**src/rtl/string_line_buffer.sv**
```systemverilog
// string_line_buffer
// Consumes make-code events from the PS/2 keyboard receiver, translates set-2
// scan codes (with shift) to ASCII, and assembles them into a line buffer with
// backspace editing. Enter commits the line and locks editing until the
// display/compare logic acknowledges it. The buffer is read through a
// registered read port.
module string_line_buffer #(
    parameter int DEPTH = 32,
    parameter int AW    = 5
) (
    input  logic          clk,
    input  logic          reset,
    input  logic [7:0]    scan_code,
    input  logic [18:0]   count_num,
    input  logic          shift,
    input  logic          line_ack,
    input  logic [AW-1:0] rd_addr,
    output logic [7:0]    rd_data,
    output logic [AW:0]   length,
    output logic          line_done,
    output logic          char_valid,
    output logic [7:0]    last_ascii,
    output logic          full
);

    localparam logic [7:0]  KEY_BKSP  = 8'h66;
    localparam logic [7:0]  KEY_ENTER = 8'h5A;
    localparam logic [AW:0] DEPTH_L   = (AW+1)'(DEPTH);
    localparam logic [AW:0] ONE_L     = {{AW{1'b0}}, 1'b1};

    logic [18:0]   prev_cnt_q;
    logic          key_evt;
    logic [7:0]    ascii_c;
    logic          mapped_c;

    logic [AW:0]   length_q,     length_d;
    logic          line_done_q,  line_done_d;
    logic          char_valid_q, char_valid_d;
    logic [7:0]    last_ascii_q, last_ascii_d;
    logic          full_q,       full_d;
    logic          wr_en;
    logic [7:0]    rd_data_q;

    logic [7:0]    mem_q [DEPTH];

    // Track the receiver counter every cycle (reset included) so the first
    // cycle after reset never sees a stale difference.
    // NOTE: sequential state uses non-blocking (<=) so every flop samples pre-edge values.
    always_ff @(posedge clk) begin
        prev_cnt_q <= count_num;
    end

    assign key_evt = (count_num != prev_cnt_q);

    // Set-2 scan code plus shift to ASCII; unmapped codes give 0x00.
    always_comb begin
        // NOTE: default assignment first so no path leaves ascii_c unassigned (no latch).
        ascii_c = 8'h00;
        case (scan_code)
            8'h1C: ascii_c = 8'h61; // a
            8'h32: ascii_c = 8'h62; // b
            8'h21: ascii_c = 8'h63; // c
            8'h23: ascii_c = 8'h64; // d
            8'h24: ascii_c = 8'h65; // e
            8'h2B: ascii_c = 8'h66; // f
            8'h34: ascii_c = 8'h67; // g
            8'h33: ascii_c = 8'h68; // h
            8'h43: ascii_c = 8'h69; // i
            8'h3B: ascii_c = 8'h6A; // j
            8'h42: ascii_c = 8'h6B; // k
            8'h4B: ascii_c = 8'h6C; // l
            8'h3A: ascii_c = 8'h6D; // m
            8'h31: ascii_c = 8'h6E; // n
            8'h44: ascii_c = 8'h6F; // o
            8'h4D: ascii_c = 8'h70; // p
            8'h15: ascii_c = 8'h71; // q
            8'h2D: ascii_c = 8'h72; // r
            8'h1B: ascii_c = 8'h73; // s
            8'h2C: ascii_c = 8'h74; // t
            8'h3C: ascii_c = 8'h75; // u
            8'h2A: ascii_c = 8'h76; // v
            8'h1D: ascii_c = 8'h77; // w
            8'h22: ascii_c = 8'h78; // x
            8'h35: ascii_c = 8'h79; // y
            8'h1A: ascii_c = 8'h7A; // z
            8'h16: ascii_c = shift ? 8'h21 : 8'h31; // ! 1
            8'h1E: ascii_c = shift ? 8'h40 : 8'h32; // @ 2
            8'h26: ascii_c = shift ? 8'h23 : 8'h33; // # 3
            8'h25: ascii_c = shift ? 8'h24 : 8'h34; // $ 4
            8'h2E: ascii_c = shift ? 8'h25 : 8'h35; // % 5
            8'h36: ascii_c = shift ? 8'h5E : 8'h36; // ^ 6
            8'h3D: ascii_c = shift ? 8'h26 : 8'h37; // & 7
            8'h3E: ascii_c = shift ? 8'h2A : 8'h38; // * 8
            8'h46: ascii_c = shift ? 8'h28 : 8'h39; // ( 9
            8'h45: ascii_c = shift ? 8'h29 : 8'h30; // ) 0
            8'h29: ascii_c = 8'h20;                 // space, shift-independent
            default: ascii_c = 8'h00;
        endcase
        // Letters are decoded lowercase above; shift folds them to uppercase.
        if (shift && (ascii_c >= 8'h61) && (ascii_c <= 8'h7A)) begin
            ascii_c = ascii_c - 8'h20;
        end
    end

    assign mapped_c = (ascii_c != 8'h00);

    // Next-state for the editing controller: ack unlocks a committed line,
    // otherwise one key event is applied per cycle while unlocked.
    always_comb begin
        length_d     = length_q;
        line_done_d  = line_done_q;
        char_valid_d = 1'b0;
        last_ascii_d = last_ascii_q;
        wr_en        = 1'b0;
        if (line_done_q) begin
            // Keys arriving while locked are dropped, even alongside an ack.
            if (line_ack) begin
                line_done_d = 1'b0;
                length_d    = '0;
            end
        end else if (key_evt) begin
            if (scan_code == KEY_BKSP) begin
                if (length_q != '0) begin
                    length_d = length_q - ONE_L;
                end
            end else if (scan_code == KEY_ENTER) begin
                line_done_d = 1'b1;
            end else if (mapped_c && !full_q) begin
                wr_en        = 1'b1;
                length_d     = length_q + ONE_L;
                char_valid_d = 1'b1;
                last_ascii_d = ascii_c;
            end
        end
        full_d = (length_d == DEPTH_L);
    end

    // Controller registers; full is registered alongside length so both move together.
    always_ff @(posedge clk) begin
        if (reset) begin
            length_q     <= '0;
            line_done_q  <= 1'b0;
            char_valid_q <= 1'b0;
            last_ascii_q <= 8'h00;
            full_q       <= 1'b0;
        end else begin
            length_q     <= length_d;
            line_done_q  <= line_done_d;
            char_valid_q <= char_valid_d;
            last_ascii_q <= last_ascii_d;
            full_q       <= full_d;
        end
    end

    // Append write port; the write address is the current length (never DEPTH when writing).
    // NOTE: the character array has no reset; only control state is reset, stale data is harmless.
    always_ff @(posedge clk) begin
        if (wr_en && !reset) begin
            mem_q[length_q[AW-1:0]] <= ascii_c;
        end
    end

    // Registered read port; a same-cycle write to rd_addr returns the old byte.
    always_ff @(posedge clk) begin
        if (reset) begin
            rd_data_q <= 8'h00;
        end else begin
            rd_data_q <= mem_q[rd_addr];
        end
    end

    assign rd_data    = rd_data_q;
    assign length     = length_q;
    assign line_done  = line_done_q;
    assign char_valid = char_valid_q;
    assign last_ascii = last_ascii_q;
    assign full       = full_q;

endmodule

```
**config.mk**
```make
export PLATFORM = sky130hd
export DESIGN_NAME = string_line_buffer
export DESIGN_NICKNAME = d
export VERILOG_FILES = /design/src/rtl/string_line_buffer.sv
export SDC_FILE = /design/constraint.sdc
export NUM_CORES = 1
export LEC_CHECK = 0
export ABC_AREA = 1
export BUFFER_PORTS_ARGS = -buffer_cell sky130_fd_sc_hd__buf_4
export CAP_MARGIN = 10
export CORE_MARGIN = 4
export CORE_UTILIZATION = 55
export DETAILED_ROUTE_END_ITERATION = 10
export PLACE_DENSITY = 0.74
export REMOVE_ABC_BUFFERS = 1
export SYNTH_ARGS = -nofsm -noshare
export SYNTH_HDL_FRONTEND = slang
export SYNTH_SLANG_ARGS = --single-unit
```
**constraint.sdc**
```tcl
create_clock -name clk -period 2.5 [get_ports clk]
set_clock_uncertainty 0.1 [all_clocks]
set_input_delay 0 -clock clk [delete_from_list [all_inputs] [get_ports clk]]
set_output_delay 0 -clock clk [all_outputs]
set_load 0.005 [all_outputs]
```
==> out/results.ini <==
[run_status]
status = finished with violations
failed_checks = negative hold slack

[route]
viasPerCell = 5.97
dr.pass1.iters = 6
drc = 0
antenna_left = 0
drtIter0Drc = 806
routedWlPerCell_um = 20.7
vias = 9263
wl_mm = 32.1

[worst_setup_path]
arrival_ps = 2510
reg2reg_from = prev_cnt_q[6]$_DFF_P_
crit_chain = dlygate4sd3_1, buf_4, inv_2, nand2_4, nor2_2, nand2_1, nand2_1, nor2_1, nand2_1, nor2_2, nand2_4, nand2_4, nor2_4, inv_2, nor2_8, nand2_4, nor2_1, buf_4
cpMaxStageDelayCell = dlygate4sd3_1
path_buf_inv = 5
path_class = in -> reg
slowest_delay_ps = 540
startpoint = scan_code[6]
crit_path_end_kind = flop
path_delay_family = simple AND/OR/NAND/NOR gates
crit_required_ps = 2650
cpMostUsedCell = nand2_4
start_kind = input pin
path_max_fanout = 8

[logic_synthesis]
synth-seq-cells = 300
synth_seq_area_share = 0.680
ys_async_sr_fraction = 0
netlist.area_leader.share = 0.610
synth_edf_count = 256
ys_warn_count = 0
synth_top_cell_by_area = edfxtp_1
avgSynthCellArea_um2 = 11.4
synth_cells = 1103
synth_area_um2 = 12600
ys.flop_type = edfxtp_1
synth_area_leaders = edfxtp_1 (61%), dfxtp_1 (7.0%), nor2_1 (6.6%)
ys_types = 36

[timing]
min_period_ps = 2370
hold_viol_final = 1
finalSetupViolCount = 0
slew_violations = 0
slew_headroom = 0.598
worst_slew_pin_slew_ps = 587
finalCritPeriodShare = 0.946
rsz0062_at_grt = no
worst_slack_ps = 135
whs_ps = -67.3
setup-tns-final_ps = 0
fmax_ghz = 0.423

[clock_tree]
cts_buffer_depth = 3
cts_root_buf = clkbuf_16
clk_latency_ps = 550
cts_setup_buffers = 0
h-tree-depth = 1
cts_buffers = 30
clkSlewWorstSetupHoldPaths_ps = 60
cts.sinks = 300
cts_tree = done

[finish]
multiInputGateArea_um2 = 3700
seqCellArea_um2 = 8570
layout_commonest_cell = edfxtp_1
final_cell_mix = edfxtp_1 (256), nor2_1 (214), o21ai_0 (143), buf_4 (119), nand2_1 (104)
finalNetCount = 1288
area_growth_pct = 20.0
diodes = 0
finalInstanceArea_um2 = 15100
drive_above_1_share = 0.164
fill_cells = 1629

[floorplan]
core_area_um2 = 22600
start_util = 0.558
io_pins = 61
die_w_um = 159
die_height_um = 159
die-area_um2 = 25400
rows = 55

[global_route]
grt_first_pass_wirelength_mm = 50.1
grt_use_total = 0.247
overflow = 0
grt_max_degree = 65
antenna_found_initial = 0
grt_pass1_vias = 9229

[placement]
dp_hpwl_mm = 19.9
post-place-ws_ps = 107
port-buffer-count = 60
place.gp.congestion = 0.879
place_area_um2 = 13800

[flow_run]
drv_cap = 0

[power_and_ir_drop]
power_mw = 10.5
p_per_area_nw_per_um2 = 692
power_leakage_nw = 5.43
vdd_drop_max_mv = 0.527

[hold_path]
hold_start = scan_code[2]
hold_path_class = in -> reg

## sequential cells by signal, summed over array words and instances (netlist names)
name and count:
char_valid 1, full 1, last_ascii 8, length 6, line_done 1, mem_q 256
prev_cnt_q 19, rd_data 8
## cell type report
type	instances	area share
sequential	300	0.567
clock inverter	15	0.00637
multi-input combinational	707	0.245
inverter	41	0.0103
tap	285	0.0236
clock buffer	37	0.0528
timing repair buffer	166	0.0959
## through the flow
stage,std cells,util
detailed placement,1464,0.613
floorplan,1047,-
global placement,1464,0.613
global route,1551,0.670
finish,1551,0.670
CTS,1550,0.668
## power breakdown
group / leakage [nW] / switching (mW) / internal, mW / total, mW
Clock: 0.438 / 1.77 / 2.34 / 4.12
Sequential: 2.60 / 0.0329 / 5.48 / 5.52
Combinational: 2.39 / 0.520 / 0.313 / 0.833
## synth_stat cells (all sizes together), types with 7 or more instances
master  instances
edfxtp        256
nor2          232
o21ai         145
nand2         116
o221ai         58
clkbuf         53
nand3          48
dfxtp          44
inv            39
a21oi          22
a31oi          15
xnor2          12
xor2           12
nand4           7
nor4            7
## layer usage
| layer | wire (um) | global-route usage | vias to the layer above | part of all wire |
|---|---|---|---|---|
| met5 | 0 | 0 | - | 0 |
| met4 | 668 | 0.0682 | 0 | 0.021 |
| met3 | 2830 | 0.0443 | 58 | 0.088 |
| met2 | 16000 | 0.431 | 465 | 0.50 |
| met1 | 12600 | 0.320 | 4438 | 0.39 |
| li1 | - | - | 4302 | - |
## path summary, 6_finish.rpt
path / depth (start not counted) / slack (ps) / endpoint
worst max register to register: 11 / 240 / mem_q[11][7]$_DFFE_PP_
worst min register to register: 2 / 430 / last_ascii[6]$_SDFFE_PP0P_
worst min-delay path: 6 / -70 / line_done$_SDFF_PP0_
worst max-delay path: 18 / 130 / mem_q[8][7]$_DFFE_PP_
## logic make-up after synthesis
logic type	count (synthesis)	synth area share
simple gates	417	0.142
flops	300	0.680
compound gates	259	0.126
buf+inv	97	0.0296
xor+xnor	24	0.0167
fa+ha+maj	6	0.00596
## worst min-delay path: stages
cell	delay, ps
buf_4	90
inv_1	40
nand2_1	100
nor2_1	120
nand4_1	130
a21oi_2	50
## what timing repair did
item                       in CTS  in global routing
resized for setup               0                 13
hold buffers                   34                  1
hold endpoints to repair       67                  1
setup endpoints to repair       0                256
No activity file was read; power rests on OpenSTA's default activity.
